==> src/rtl/data_mem_ctrl_pkg.sv <==
// Shared types for the data-memory controller: access codes, FSM states, error codes, regions.
// No logic of its own; imported by the controller and its byte-lane helper.
package data_mem_ctrl_pkg;

  localparam int DATA_W    = 48;
  localparam int NUM_LANES = 6;

  typedef enum logic [2:0] {
    MC_NONE     = 3'b000,
    MC_RD_WORD  = 3'b001,
    MC_RD_BYTEU = 3'b010,
    MC_RD_BYTES = 3'b011,
    MC_WR_WORD  = 3'b100,
    MC_WR_BYTE  = 3'b101,
    MC_RSV6     = 3'b110,
    MC_RSV7     = 3'b111
  } memCtrl_e;

  typedef enum logic [2:0] {
    IDLE    = 3'd0,
    RD_WAIT = 3'd1,
    RMW_RD  = 3'd2,
    RMW_WR  = 3'd3,
    WR_WAIT = 3'd4,
    RESP    = 3'd5
  } memState_e;

  localparam logic [1:0] ERR_NONE    = 2'b00;
  localparam logic [1:0] ERR_DECODE  = 2'b01;
  localparam logic [1:0] ERR_ALIGN   = 2'b10;
  localparam logic [1:0] ERR_TIMEOUT = 2'b11;

  // Upper 32 address bits select the region.
  localparam logic [31:0] RAM_BASE = 32'h0000_0000;
  localparam logic [31:0] IO_BASE  = 32'h0000_0001;

  function automatic logic isByteCode(input memCtrl_e code);
    return (code == MC_RD_BYTEU) || (code == MC_RD_BYTES) || (code == MC_WR_BYTE);
  endfunction

  function automatic logic isWordCode(input memCtrl_e code);
    return (code == MC_RD_WORD) || (code == MC_WR_WORD);
  endfunction

  function automatic logic isWriteCode(input memCtrl_e code);
    return (code == MC_WR_WORD) || (code == MC_WR_BYTE);
  endfunction

endpackage

==> src/rtl/data_mem_ctrl_byte_lane.sv <==
// Byte-lane extract with zero/sign extension, and byte merge into a 48-bit word.
// Purely combinational; lanes 6/7 extract as zero and leave the word unmerged.
module byte_lane
  import data_mem_ctrl_pkg::*;
(
  input  logic [DATA_W-1:0] word,
  input  logic [2:0]        lane,
  input  logic              signExt,
  input  logic [7:0]        wrByte,
  output logic [DATA_W-1:0] rdExt,
  output logic [DATA_W-1:0] merged
);

  logic [7:0] laneByte;

  always_comb begin
    laneByte = 8'h00;
    merged   = word;
    for (int k = 0; k < NUM_LANES; k++) begin
      if (lane == 3'(k)) begin
        laneByte        = word[8*k +: 8];
        merged[8*k +: 8] = wrByte;
      end
    end
  end

  assign rdExt = {{(DATA_W-8){signExt & laneByte[7]}}, laneByte};

endmodule

==> src/rtl/data_mem_ctrl.sv <==
// M-stage data-memory controller: decodes CPU accesses, runs backend req/ack, RMW for byte stores.
// Stalls the CPU from the request cycle until the one-cycle RESP; backend may hold ack off up to TIMEOUT_CYC.
module data_mem_ctrl
  import data_mem_ctrl_pkg::*;
#(
  parameter int TIMEOUT_CYC = 15,
  parameter int WADDR_W     = 13
) (
  input  logic               CLK,
  input  logic               Reset,
  input  logic               MemWriteM,
  input  logic [47:0]        ALUOutM,
  input  logic [47:0]        WriteDataM,
  input  logic [2:0]         MemoryControl,
  output logic [47:0]        ReadDataM,
  output logic               StallMem,
  output logic               BusErr,
  output logic [1:0]         ErrCode,
  output logic               mem_req,
  output logic               mem_we,
  output logic               mem_sel,
  output logic [WADDR_W-1:0] mem_addr,
  output logic [47:0]        mem_wdata,
  input  logic [47:0]        mem_rdata,
  input  logic               mem_ack
);

  memState_e          state, stateNxt;
  memCtrl_e           code, codeR;
  logic [3:0]         waitCnt;
  logic [WADDR_W-1:0] addrR;
  logic [2:0]         laneR;
  logic               selR;
  logic [47:0]        wdataR;
  logic [7:0]         byteR;
  logic [47:0]        rdR;
  logic [1:0]         errR, errNxt;
  logic               errPend;

  logic [31:0] region;
  logic [2:0]  lane;
  logic        decErr, alignErr, waitState, expire, tmo;
  logic        latchReq, cntClr, cntInc, errSet, rdCap, rdClr, mergeCap;
  logic [47:0] laneRd, laneMerged;

  assign code   = memCtrl_e'(MemoryControl);
  assign region = ALUOutM[47:16];
  assign lane   = ALUOutM[2:0];
  assign decErr = (region != RAM_BASE) && (region != IO_BASE);

  assign alignErr = (code == MC_RSV6) || (code == MC_RSV7)
                 || (MemWriteM != isWriteCode(code))
                 || (isByteCode(code) && (lane > 3'(NUM_LANES-1)))
                 || (isWordCode(code) && (lane != 3'd0));

  assign waitState = (state == RD_WAIT) || (state == RMW_RD)
                  || (state == RMW_WR)  || (state == WR_WAIT);
  // Ack on the final allowed cycle wins over the timeout.
  assign expire = (waitCnt == 4'(TIMEOUT_CYC-1));
  assign tmo    = waitState && !mem_ack && expire;

  always_comb begin
    stateNxt = state;
    latchReq = 1'b0;
    cntClr   = 1'b0;
    cntInc   = 1'b0;
    errSet   = 1'b0;
    errNxt   = errR;
    rdCap    = 1'b0;
    rdClr    = 1'b0;
    mergeCap = 1'b0;
    case (state)
      IDLE: begin
        if (code != MC_NONE) begin
          latchReq = 1'b1;
          cntClr   = 1'b1;
          if (decErr) begin
            stateNxt = RESP;
            errSet   = 1'b1;
            errNxt   = ERR_DECODE;
            rdClr    = 1'b1;
          end else if (alignErr) begin
            stateNxt = RESP;
            errSet   = 1'b1;
            errNxt   = ERR_ALIGN;
            rdClr    = 1'b1;
          end else if (code == MC_WR_BYTE) begin
            stateNxt = RMW_RD;
          end else if (code == MC_WR_WORD) begin
            stateNxt = WR_WAIT;
          end else begin
            stateNxt = RD_WAIT;
          end
        end
      end
      RD_WAIT: begin
        if (mem_ack) begin
          rdCap    = 1'b1;
          stateNxt = RESP;
        end else begin
          cntInc = 1'b1;
        end
      end
      RMW_RD: begin
        if (mem_ack) begin
          mergeCap = 1'b1;
          cntClr   = 1'b1;
          stateNxt = RMW_WR;
        end else begin
          cntInc = 1'b1;
        end
      end
      RMW_WR, WR_WAIT: begin
        if (mem_ack) begin
          rdClr    = 1'b1;
          stateNxt = RESP;
        end else begin
          cntInc = 1'b1;
        end
      end
      RESP:    stateNxt = IDLE;
      default: stateNxt = IDLE;
    endcase
    if (tmo) begin
      stateNxt = RESP;
      errSet   = 1'b1;
      errNxt   = ERR_TIMEOUT;
      rdClr    = 1'b1;
      cntInc   = 1'b0;
    end
  end

  always_ff @(posedge CLK or negedge Reset) begin
    if (!Reset) state <= IDLE;
    else        state <= stateNxt;
  end

  byte_lane uLane (
    .word    (mem_rdata),
    .lane    (laneR),
    .signExt (codeR == MC_RD_BYTES),
    .wrByte  (byteR),
    .rdExt   (laneRd),
    .merged  (laneMerged)
  );

  always_ff @(posedge CLK or negedge Reset) begin
    if (!Reset) begin
      waitCnt <= 4'd0;
      addrR   <= '0;
      laneR   <= 3'd0;
      selR    <= 1'b0;
      codeR   <= MC_NONE;
      wdataR  <= 48'd0;
      byteR   <= 8'd0;
      rdR     <= 48'd0;
      errR    <= ERR_NONE;
      errPend <= 1'b0;
    end else begin
      if (latchReq) begin
        addrR  <= ALUOutM[WADDR_W+2:3];
        laneR  <= lane;
        selR   <= (region == IO_BASE);
        codeR  <= code;
        wdataR <= WriteDataM;
        byteR  <= WriteDataM[7:0];
      end
      if (cntClr)      waitCnt <= 4'd0;
      else if (cntInc) waitCnt <= waitCnt + 4'd1;
      if (mergeCap) wdataR <= laneMerged;
      if (rdCap)      rdR <= (codeR == MC_RD_WORD) ? mem_rdata : laneRd;
      else if (rdClr) rdR <= 48'd0;
      if (errSet) errR <= errNxt;
      errPend <= errSet;
    end
  end

  // Gated by Reset so the stall releases the instant reset asserts, even with a code still applied.
  assign StallMem  = Reset && ((state == IDLE) ? (code != MC_NONE) : (state != RESP));
  assign mem_req   = waitState;
  assign mem_we    = (state == RMW_WR) || (state == WR_WAIT);
  assign mem_sel   = selR;
  assign mem_addr  = addrR;
  assign mem_wdata = wdataR;
  assign ReadDataM = rdR;
  assign BusErr    = errPend;
  assign ErrCode   = errR;

endmodule
==> config.mk <==
export PLATFORM = sky130hd
export DESIGN_NAME = data_mem_ctrl
export DESIGN_NICKNAME = d
export VERILOG_FILES = /design/src/rtl/data_mem_ctrl_pkg.sv /design/src/rtl/data_mem_ctrl_byte_lane.sv /design/src/rtl/data_mem_ctrl.sv
export SDC_FILE = /design/constraint.sdc
export NUM_CORES = 1
export LEC_CHECK = 0
export ABC_AREA = 1
export CORE_MARGIN = 5
export CORE_UTILIZATION = 50
export CTS_CLUSTER_SIZE = 25
export DETAILED_ROUTE_END_ITERATION = 10
export PLACE_DENSITY = 0.88
export SLEW_MARGIN = 10
export SYNTH_ARGS = -nofsm -noshare
export SYNTH_HDL_FRONTEND = slang
export SYNTH_HIERARCHICAL = 1
export SYNTH_SLANG_ARGS = --single-unit
==> constraint.sdc <==
create_clock -name CLK -period 5.4 [get_ports CLK]
set_clock_uncertainty 0.1 [all_clocks]
set_input_delay 1.08 -clock CLK [delete_from_list [all_inputs] [get_ports CLK]]
set_output_delay 1.08 -clock CLK [all_outputs]
set_load 0.02 [all_outputs]
==> summary.txt, run 1 <==
status: complete, no violations
Mapped Area: 0.00760 mm^2
DR vias/cell: 5.42
initial antenna violation count: 1
# clock sinks: 134
Synth area leader: dfrtp_1
RSZ-0062 raised after global routing: false
FF/Latch Area: 0.00335 mm^2
Reg2Reg Setup Slack: 2.30 ns
die height: 133 um
delay-heaviest family, CP: buffers and inverters
leakage power: 5.11 nW
vias in the first global route: 7,282
hpwl dp: 18.7 mm
Startpoint Class: input pin
first-pass GRT wire length: 40.0 mm
Hold Crit Class: register to register
WL per Instance: 17.6 um
Met2 Wirelength: 11.9 mm
Syn Area/Cell: 7.10 um^2
slew margin rel.: 0.205
final critical-path required period: 3.98 ns
Layout Nets: 1,422
total CTS buffers: 17
Synth Net Count: 1,223
Port Buffers: 266
drt total wl: 25.9 mm
GRT Util Overall: 0.284
Max Cap Viol: 0
P&R area growth vs syn: 40.3%
final hold violation count: 0
Setup-failing EPs final: 0
clock root cell: clkbuf_16
# IOs: 267
Routed Antenna Nets: 0
final core utilization: 0.710
crit path DAT: 2.80 ns
top cells by area, synth: dfrtp_1, nand2_1, nor2_1
die footprint: 0.0178 mm^2
gate count of the mapped netlist: 1,070
post-synth top area share: 0.441
Top Layer Used: met4
final slew viol count: 0
postcts setup bufs: 0
Setup crit end kind: output port
largest net degree at the start of global routing: 71
setup_tns: 0 ns
Yosys reg bits: 134
grt ovf: 0
WHS: 0.370 ns
starting density of the core: 0.506
crit-path max FO: 4
latest clock arrival within the worst-skew pair: 0.42 ns
CP max stage cell: clkdlybuf4s50_1
Core Region: 0.0150 mm^2
CP peak stage delay: 0.64 ns
cts hold-fix bufs: 0
Worst path most repeated cell: nand2_1
Core Rows: 45
fin area: 0.0107 mm^2
Layout fillers: 1,197
Post-Place Cell Area: 0.0100 mm^2
met3 routed WL: 2.22 mm
critical path type: input pin to output port
dpl ws: 1.44 ns
Final GP Congestion: 0.988
clock slew at reported path FFs: 0.06 ns
chip width: 133 um
fraction of layout cells with a size suffix above 1: 0.0562
critical path required time: 4.22 ns
pwr dens: 578 mW/mm^2
maximum VDD drop: 309 uV
yosys warns: 6
f_max: 251 MHz
drc violations: 0
CTS Buffer Depth: 2
Non-Filler Instances: 1,471
H-tree depth: 4
CP Cell Sequence: clkdlybuf4s50_1 -> inv_1 -> nand2_1 -> nor2_1 -> nand2_1 -> nand2_1 -> a31oi_1 -> clkdlybuf4s50_1
Placed Cells: 1,438
CTS tree: yes
Multi-input gate area: 0.00351 mm^2
actual slew at the worst max-slew pin: 1.19 ns
Seq/Total Area, Yosys: 0.441
Via Count: 7,972
total power: 6.16 mW
post-CTS sizing: 0
Final WS setup: 1.42 ns
worst path buffer plus inverter count: 3
Pre-Repair DR Iteration Count: 5
M1 WL: 11.1 mm
Tcrit/Tclk final: 0.736
number of distinct library cells after synthesis: 27
drt initial violations: 956
[layer usage]
metal / global-route usage / vias to the layer above
met5: 0 / -
met3: 0.0672 / 45
li1: - / 3804
met2: 0.429 / 422
met4: 0.100 / 0
met1: 0.403 / 3701
[logic make-up (layout without fill, tap and decap cells)]
family / after synthesis / after routing / share of synthesized area
AO/OA/AOI/OAI: 196 / 196 / 0.133
XOR/XNOR: 1 / 1 / 0.00115
adder cells (fa/ha/maj): 2 / 2 / 0.00329
buffers and inverters: 142 / 354 / 0.100
flip-flops: 134 / 134 / 0.441
other: 0 / 1 / 0
AND/OR/NAND/NOR: 595 / 595 / 0.321
[synthesized netlist by cell type, drive strengths merged]
library cell,instances
nand4,2
nor3,7
a31oi,1
nand3,84
o21ai,147
or2,1
a21oi,47
inv,47
clkbuf,22
dfrtp,134
xor2,1
nand2,308
buf,73
o211ai,1
ha,2
nor2,193
[where the power goes]
part | switching (mW) | internal [mW] | leakage [nW]
Sequential | 0.312 | 1.46 | 1.72
Clock | 0.464 | 0.837 | 0.318
Combinational | 1.87 | 1.22 | 3.08
[path summary, 6_finish.rpt]
check | depth (start not counted) | endpoint | from
worst max-delay path | 8 | StallMem | MemoryControl[0]
worst min-delay path | 2 | mem_addr[6] | mem_addr[6]
worst max register to register | 9 | ReadDataM[28] | laneR[0]
worst min register to register | 2 | mem_addr[6] | mem_addr[6]
max in group asynchronous | 3 | mem_wdata[15] | Reset
min in group asynchronous | 1 | mem_wdata[34] | Reset
[cells in the final DEF, fill, tap and decap left out, types with 3 or more instances in the layout]
master           Yosys  final
inv_6                0      3
nor2_1             185    184
clkinv_4             0      3
inv_2                6      6
a21oi_1             46     46
inv_1               41     41
o21ai_0            136    136
clkdlybuf4s50_1      0    265
dfrtp_1            134    134
nor2_4               3      5
buf_4               43      9
nand2_1            306    306
nor2_2               5      4
o21ai_1              4      4
nand3_1             84     84
o21ai_2              7      7
clkbuf_16            0     17
bufinv_16            0      5
nor3_4               4      4
[sequential cells by signal (all words and copies together), names as in the netlist]
register / flops
BusErr: 1
ErrCode: 2
ReadDataM: 48
byteR: 8
codeR: 3
laneR: 3
mem_addr: 13
mem_sel: 1
mem_wdata: 48
state: 3
waitCnt: 4
[final cells by class]
cell class | count | share of cell area
antenna | 1 | 0.000235
clock buffer | 18 | 0.0412
clock inverter | 14 | 0.0209
inverter | 47 | 0.0165
multi-input combinational | 794 | 0.329
sequential | 134 | 0.314
tap | 188 | 0.0221
timing repair buffer | 275 | 0.256
[worst min-delay path, delay by kind of cell, from the launching register on]
family / cells / cell delay (ns)
and+or+nand+nor: 2 / 0.09
DFF: 1 / 0.34
Power figures use the tool's default switching activity.
==> run 2: changes to the inputs <==
--- a/config.mk
+++ b/config.mk
@@ -7,10 +7,10 @@
 export LEC_CHECK = 0
 export ABC_AREA = 1
 export CORE_MARGIN = 5
-export CORE_UTILIZATION = 50
+export CORE_UTILIZATION = 46
 export CTS_CLUSTER_SIZE = 25
 export DETAILED_ROUTE_END_ITERATION = 10
-export PLACE_DENSITY = 0.88
+export PLACE_DENSITY = 0.81
 export SLEW_MARGIN = 10
 export SYNTH_ARGS = -nofsm -noshare
 export SYNTH_HDL_FRONTEND = slang
==> constraint.sdc (replaced) <==
create_clock -name CLK -period 3.9 [get_ports CLK]
set_clock_uncertainty 0.1 [all_clocks]
set_input_delay 0.78 -clock CLK [delete_from_list [all_inputs] [get_ports CLK]]
set_output_delay 0.78 -clock CLK [all_outputs]
set_load 0.02 [all_outputs]
==> run 2 against run 1 <==
- register-to-register slack worse by 0.89 ns
- clock power up 32%
- via count down 0.19%
- setup slack worse by 0.86 ns
- hold slack worse by 0.30 ns
- combinational power up 38%
- largest power group unchanged
==> summary.txt, run 2 (same netlist as run 1, synthesis figures left out) <==
DR vias/cell: 5.27 (was 5.42)
r2r worst-path depth: 9 (unchanged)
critical path required time: 3.02 ns (was 4.22 ns)
clock slew at reported path FFs: 0.06 ns (about the same)
slew margin rel.: 0.361 (was 0.205)
total CTS buffers: 17 (unchanged)
Startpoint Class: input pin (unchanged)
worst r2r dst: codeR[2] (was ReadDataM[28])
H-tree depth: 4 (unchanged)
Setup-failing EPs final: 0 (unchanged)
largest net degree at the start of global routing: 73 (was 71)
vias in the first global route: 7,596 (was 7,282)
Layout Nets: 1,426 (was 1,422)
pwr dens: 785 mW/mm^2 (was 578 mW/mm^2)
die footprint: 0.0192 mm^2 (was 0.0178 mm^2)
initial antenna violation count: 4 (was 1)
Routed Antenna Nets: 0 (unchanged)
Tcrit/Tclk final: 0.856
leakage power: 5.11 nW (about the same)
Core Region: 0.0164 mm^2 (was 0.0150 mm^2)
clock power share: 0.203 (was 0.211)
cts hold-fix bufs: 0 (unchanged)
latest clock arrival within the worst-skew pair: 0.42 ns (about the same)
critical path type: input pin to output port (unchanged)
RR Startpoint: state[2] (was laneR[0])
Net Sw Frac: 0.427 (was 0.430)
crit-path max FO: 4 (unchanged)
WL per Instance: 17.2 um (was 17.6 um)
Pre-Repair DR Iteration Count: 5 (unchanged)
Via Count: 7,957 (was 7,972)
actual slew at the worst max-slew pin: 0.959 ns (was 1.19 ns)
Final WS setup: 0.562 ns (was 1.42 ns)
crit path DAT: 2.46 ns (was 2.80 ns)
Comb pwr share: 0.506 (was 0.501)
dpl ws: 0.574 ns (was 1.44 ns)
Met2 Wirelength: 11.6 mm (was 11.9 mm)
Final GP Congestion: 0.953 (was 0.988)
die height: 139 um (was 133 um)
final slew viol count: 0 (unchanged)
M1 WL: 11.2 mm (was 11.1 mm)
CTS tree: yes (unchanged)
Max Cap Viol: 0 (unchanged)
Hold Crit Class: input pin to async pin (was register to register)
postcts setup bufs: 0 (unchanged)
Top Layer Used: met4 (unchanged)
setup_tns: 0 ns (unchanged)
maximum VDD drop: 408 uV (was 309 uV)
drc violations: 0 (unchanged)
commonest non-fill, non-tap cell in the layout: nand2_1 (unchanged)
Sw Pwr: 3.60 mW (was 2.65 mW)
grt ovf: 0 (unchanged)
status: complete, no violations (unchanged)
fraction of layout cells with a size suffix above 1: 0.0576 (was 0.0562)
Placed Cells: 1,474 (was 1,438)
final hold violation count: 0 (unchanged)
RSZ-0062 raised after global routing: false (unchanged)
Core Rows: 47 (was 45)
final core utilization: 0.654 (was 0.710)
Setup crit end kind: output port (unchanged)
# IOs: 267 (unchanged)
CTS Buffer Depth: 2 (unchanged)
first-pass GRT wire length: 40.9 mm (was 40.0 mm)
final critical-path required period: 3.34 ns
# clock sinks: 134 (unchanged)
chip width: 139 um (was 133 um)
met3 routed WL: 2.19 mm (was 2.22 mm)
post-CTS sizing: 0 (unchanged)
Critical Path Start: MemoryControl[1] (was MemoryControl[0])
sequential power share: 0.290 (was 0.287)
f_max: 300 MHz
GRT Util Overall: 0.266 (was 0.284)
Non-Filler Instances: 1,509 (was 1,471)
starting density of the core: 0.463 (was 0.506)
Port Buffers: 266 (unchanged)
Int Power: 4.83 mW (was 3.51 mW)
drt initial violations: 811 (was 956)
Reg2Reg Setup Slack: 1.41 ns (was 2.30 ns)
clock root cell: clkbuf_16 (unchanged)
hpwl dp: 19.0 mm (was 18.7 mm)
most frequent cells in the layout: nand2_1, clkdlybuf4s50_1, nor2_1, o21ai_0, dfrtp_1 (unchanged)
drt total wl: 26.0 mm (was 25.9 mm)
P&R area growth vs syn: 41.1% (was 40.3%)
[run 2: final cells by class]
type,count,area (um^2)
tap,220,275
fill,1406,5680
clock buffer,19,453
clock inverter,11,175
antenna,5,12.5
multi-input combinational,794,3510
sequential,134,3350
timing repair buffer,279,2770
inverter,47,176
[run 2: power by group through the flow]
stage	Sequential, mW	Clock (mW)	Combinational (mW)
after global routing	2.52	1.81	4.64
after global placement	2.43	0	4.18
final	2.45	1.71	4.26
after detailed placement	2.45	0	4.25
after floorplan	3.03	0	1.98
after CTS	2.44	1.74	4.28
[run 2: routing by layer]
layer | GRT usage | vias to the layer above
li1 | - | 3820
met1 | 0.368 | 3637
met2 | 0.397 | 435
met3 | 0.0572 | 65
met4 | 0.129 | 0
met5 | 0 | -
[run 2: how the worst max path moves through the flow]
stage               endpoint  slack [ns]  cells after the start
6_report            StallMem        0.56                      8
5_1_grt             StallMem        0.46                      8
4_1_cts             StallMem        0.56                      8
3_5_place_dp        StallMem        0.57                      8
3_3_place_gp        StallMem        0.59                      8
2_1_floorplan  ReadDataM[19]        1.00                      9
[run 2: worst max-delay path, cell delays in order]
cell and delay, ns:
clkdlybuf4s50_1 0.50, inv_1 0.09, nand2_1 0.08, nor2_1 0.07, nand2_1 0.10, nand2_1 0.05
a31oi_1 0.15, clkdlybuf4s50_1 0.63
[run 2: through the flow]
stage | hold WS [ns] | power (mW) | instance area [um^2]
after CTS | 0.0488 | 8.46 | 10700
after floorplan | 0.342 | 5.00 | 7600
after global routing | 0.0500 | 8.98 | 10700
after detailed placement | 0.359 | 6.71 | 10100
after global placement | 0.353 | 6.61 | 10100
final | 0.0705 | 8.42 | 10700
==> run 3: changes to the inputs <==
--- a/config.mk
+++ b/config.mk
@@ -10,7 +10,9 @@
 export CORE_UTILIZATION = 46
 export CTS_CLUSTER_SIZE = 25
 export DETAILED_ROUTE_END_ITERATION = 10
+export GPL_ROUTABILITY_DRIVEN = 0
 export PLACE_DENSITY = 0.81
+export SETUP_SLACK_MARGIN = 0.05
 export SLEW_MARGIN = 10
 export SYNTH_ARGS = -nofsm -noshare
 export SYNTH_HDL_FRONTEND = slang
==> run 3 against run 2 <==
- flip-flop and latch count stayed put
- critical path depth did not move
- highest routed layer unchanged
- utilization increased by 0.053 points
- largest cell class unchanged
- critical endpoint unchanged
==> summary.txt, run 3 (same netlist as run 1, synthesis figures left out) <==
status: complete, no violations (unchanged)
vias in the first global route: 7,388 (was 7,596)
Setup-failing EPs final: 0 (unchanged)
drc violations: 0 (unchanged)
final critical-path required period: 3.34 ns (about the same)
die height: 139 um (unchanged)
pwr dens: 786 mW/mm^2 (was 785 mW/mm^2)
final hold violation count: 0 (unchanged)
initial antenna violation count: 2 (was 4)
Startpoint Class: input pin (unchanged)
critical path type: input pin to output port (unchanged)
GRT Util Overall: 0.262 (was 0.266)
Routed Antenna Nets: 0 (unchanged)
Hold Crit Class: register to register (was input pin to async pin)
postcts setup bufs: 0 (unchanged)
chip width: 139 um (unchanged)
WHS: 0.370 ns (was 0.0705 ns)
fraction of layout cells with a size suffix above 1: 0.0606 (was 0.0576)
Layout Nets: 1,428 (was 1,426)
total power: 8.44 mW (was 8.42 mW)
Via Count: 7,873 (was 7,957)
WL per Instance: 17.1 um (was 17.2 um)
Core Region: 0.0164 mm^2 (unchanged)
Comb pwr share: 0.505 (was 0.506)
RSZ-0062 raised after global routing: false (unchanged)
Max Cap Viol: 0 (unchanged)
Sw Pwr: 3.60 mW (about the same)
crit path DAT: 2.46 ns (about the same)
H-tree depth: 4 (unchanged)
maximum VDD drop: 404 uV (was 408 uV)
Post-Place Cell Area: 0.0101 mm^2 (about the same)
actual slew at the worst max-slew pin: 0.936 ns (was 0.959 ns)
clock slew at reported path FFs: 0.06 ns (about the same)
Setup crit end kind: output port (unchanged)
slew margin rel.: 0.376 (was 0.361)
sequential power share: 0.290 (about the same)
Placed Cells: 1,476 (was 1,474)
cts hold-fix bufs: 0 (unchanged)
commonest non-fill, non-tap cell in the layout: nand2_1 (unchanged)
clock power share: 0.206 (was 0.203)
# clock sinks: 134 (unchanged)
# IOs: 267 (unchanged)
Net Sw Frac: 0.426 (was 0.427)
fin area: 0.0107 mm^2 (about the same)
drt initial violations: 943 (was 811)
P&R area growth vs syn: 41.2% (was 41.1%)
CTS tree: yes (unchanged)
final slew viol count: 0 (unchanged)
CTS Buffer Depth: 2 (unchanged)
largest net degree at the start of global routing: 74 (was 73)
hpwl dp: 18.8 mm (was 19.0 mm)
die footprint: 0.0192 mm^2 (unchanged)
most frequent cells in the layout: nand2_1, clkdlybuf4s50_1, nor2_1, o21ai_0, dfrtp_1 (unchanged)
Non-Filler Instances: 1,510 (was 1,509)
f_max: 300 MHz (about the same)
total CTS buffers: 17 (unchanged)
Pre-Repair DR Iteration Count: 6 (was 5)
grt ovf: 0 (unchanged)
Int Power: 4.84 mW (was 4.83 mW)
clock root cell: clkbuf_16 (unchanged)
Layout fillers: 1,425 (was 1,406)
crit-path max FO: 4 (unchanged)
leakage power: 5.13 nW (was 5.11 nW)
drt total wl: 25.9 mm (was 26.0 mm)
DR vias/cell: 5.21 (was 5.27)
Core Rows: 47 (unchanged)
Port Buffers: 266 (unchanged)
Tcrit/Tclk final: 0.856 (about the same)
critical path required time: 3.02 ns (about the same)
post-CTS sizing: 0 (unchanged)
setup_tns: 0 ns (unchanged)
starting density of the core: 0.463 (unchanged)
first-pass GRT wire length: 40.3 mm (was 40.9 mm)
latest clock arrival within the worst-skew pair: 0.42 ns (about the same)
run 3: power groups by stage:
stage	registers (mW)	logic, mW	clock network [mW]
5_1_grt	2.52	4.62	1.82
6_report	2.44	4.26	1.74
4_1_cts	2.44	4.26	1.76
3_5_place_dp	2.44	4.24	0
3_3_place_gp	2.44	4.16	0
2_1_floorplan	3.03	1.98	0
run 3: worst max-delay path: stages:
cell and delay [ns]:
clkdlybuf4s50_1 0.53, inv_1 0.07, nand2_1 0.08, nor2_1 0.07
nand2_1 0.09, nand2_1 0.05, a31oi_1 0.14, clkdlybuf4s50_1 0.64
run 3: worst paths after layout:
kind | startpoint | to | slack [ns] | cells past startpoint
max in group asynchronous | Reset | mem_wdata[34] | 2.56 | 2
worst min-delay path | mem_addr[8] | mem_addr[8] | 0.37 | 2
worst max-delay path | MemoryControl[0] | StallMem | 0.56 | 8
min in group asynchronous | Reset | ReadDataM[6] | 0.50 | 2
worst max register to register | laneR[2] | ReadDataM[28] | 1.51 | 9
worst min register to register | mem_addr[8] | mem_addr[8] | 0.37 | 2
run 3: layout make-up:
cell class / instances / area (um^2) / area share
inverter: 47 / 176 / 0.0164
clock inverter: 12 / 175 / 0.0163
timing repair buffer: 281 / 2780 / 0.259
sequential: 134 / 3350 / 0.312
antenna: 2 / 5.00 / 0.000466
multi-input combinational: 794 / 3510 / 0.327
clock buffer: 20 / 467 / 0.0435
tap: 220 / 275 / 0.0256
run 3: through the flow:
stage | setup slack (ns) | utilization
global placement | 0.588 | 0.615
floorplan | 1.00 | -
CTS | 0.573 | 0.654
global route | 0.464 | 0.654
finish | 0.563 | 0.654
detailed placement | 0.570 | 0.615
run 3: routing by layer:
| layer | routed length, um | GRT usage | up-vias |
|---|---|---|---|
| li1 | - | - | 3822 |
| met1 | 11000 | 0.368 | 3585 |
| met2 | 11900 | 0.403 | 414 |
| met3 | 2240 | 0.0548 | 52 |
| met4 | 726 | 0.0957 | 0 |
| met5 | 0 | 0 | - |
==> RTL edit, RTL diff (flow settings as in run 2) <==
Re-encode `memState_e` (6 states) as one-hot, 6 bits wide.
--- a/src/rtl/data_mem_ctrl_pkg.sv
+++ b/src/rtl/data_mem_ctrl_pkg.sv
@@ -16,13 +16,13 @@
     MC_RSV7     = 3'b111
   } memCtrl_e;
 
-  typedef enum logic [2:0] {
-    IDLE    = 3'd0,
-    RD_WAIT = 3'd1,
-    RMW_RD  = 3'd2,
-    RMW_WR  = 3'd3,
-    WR_WAIT = 3'd4,
-    RESP    = 3'd5
+  typedef enum logic [5:0] {
+    IDLE    = 6'b000001,
+    RD_WAIT = 6'b000010,
+    RMW_RD  = 6'b000100,
+    RMW_WR  = 6'b001000,
+    WR_WAIT = 6'b010000,
+    RESP    = 6'b100000
   } memState_e;
 
   localparam logic [1:0] ERR_NONE    = 2'b00;
Function: same outputs for any inputs over 4 cycles, from zero or initial values and one cycle with Reset low; so few cycles prove little.
==> RTL edit against run 2 <==
Register-to-register slack worse by 0.12 ns. Wire length up 6.4%. Synthesized area up 8.1%. Critical path depth unchanged. Fmax down 3.2%. Final area up 3.6%. Count of clock-buffer cells in the layout up 2. Die area up 7.5%. Sequential cell count up 3. Setup slack worse by 0.11 ns. Critical path type unchanged. Largest cell class unchanged. Highest routed layer unchanged.
Power is not compared: it rests on default switching activity, and its combinational part moved more than twofold at a synthesized area within 25%.
==> RTL edit: results (changes against run 2) <==
status=completed; FILL cells=1514 (+7.7%); R2R cell count=13 (+4); Final Wtd Congestion=0.944 (-0.87%); commonest cells in the netlist=399 x nand2_1, 136 x dfrtp_1, 91 x nor2_1; grt met3 use=5.02% (-0.70 points); GR Layer Usage met1=36.2% (-0.57 points); NumNets Final=1482 (+3.9%); worst r2r src=laneR[2]; met2 wire length=13.1 mm (+13%); GR Util All Layers=26.4% (-0.15 points); first-pass GRT wire length=42.4 mm (+3.8%); Worst R2R Setup Slack=1.29 ns (-0.12 ns); Vias/cell=5.26 (-0.30%); vias=8259 (+3.8%); iteration count of the initial detailed-routing pass=7 (+2); Cells after Synth=1136 (+6.2%); Synth Net Count=1289 (+5.4%); Critical path origin=MemoryControl[2]; Seq/Total Area, Yosys=41.7% (-2.4 points); FF-to-FF End=ReadDataM[41]; CP max FO=5 (+1); met2 GRT Util=40.8% (+1.2 points); share of layout cells above drive strength 1=6.86% (+1.1 points); dpl hpwl=20.5 mm (+8.0%); largest net degree at the start of global routing=72 (-1.4%); WHS=0.370 ns (+0.299 ns); wl on met1=11.7 mm (+4.5%); Area contributors post-synth=dfrtp_1 41%, nand2_1 18%, o21ai_1 4.6%; 1st-iter DRT viols=772 (-4.8%); Rel. slew slack=39.5% (+3.4 points); distinct cell type count after synthesis=33 (+22%); vias in the first global route=7862 (+3.5%); Avg WL per Cell=17.6 um (+2.2%); WP data arrival=2.57 ns (+0.11 ns); Worst Hold Class=reg2reg; DR WL met3=1.96 mm (-11%); port buffer count=266 (unchanged)
## RTL edit: cell count changes in the layout (fill, tap and decap cells not counted), sizes merged, moves of 2 or more
| cell | run 2 | this run |
|---|---|---|
| buf | 14 | 12 |
| clkinvlp | 5 | 1 |
| nand4 | 2 | 57 |
| nor2 | 193 | 101 |
| clkbuf | 19 | 21 |
| dfrtp | 134 | 136 |
| nor3 | 7 | 3 |
| inv | 48 | 95 |
| nand3 | 84 | 43 |
| a21oi | 47 | 42 |
| nand2 | 308 | 402 |
| clkinv | 1 | 6 |
## RTL edit: logic make-up after synthesis
family,Yosys count,share of synthesized area (%)
AOI/OAI and AO/OA,189,12.3
xor gates and xnor gates,2,0.213
and+or+nand+nor,609,31.9
DFF,137,41.7
buffers and inverters,197,13.6
adders and majority gates,2,0.304
## RTL edit: how the worst max path moves through the flow
| stage | endpoint | slack [ns] | cells after the start |
|---|---|---|---|
| 2_1_floorplan | ReadDataM[20] | 0.90 | 11 |
| 3_3_place_gp | StallMem | 0.54 | 8 |
| 3_5_place_dp | StallMem | 0.49 | 8 |
| 4_1_cts | StallMem | 0.48 | 8 |
| 5_1_grt | StallMem | 0.40 | 8 |
| 6_report | StallMem | 0.45 | 8 |
## RTL edit: where the power goes
group / switching (uW) / internal (uW)
registers: 71.1 / 1520
logic: 559 / 420
clock network: 621 / 1010
## RTL edit: final cells by class
class	instances	area (sq um)	area share (%)
Inverter	94	353	3.17
Timing Repair Buffer	277	2770	24.9
Sequential cell	137	3430	30.9
Antenna cell	4	10.0	0.0901
Clock inverter	11	148	1.33
Clock buffer	21	440	3.96
Tap cell	225	282	2.53
Multi-Input combinational cell	802	3680	33.1
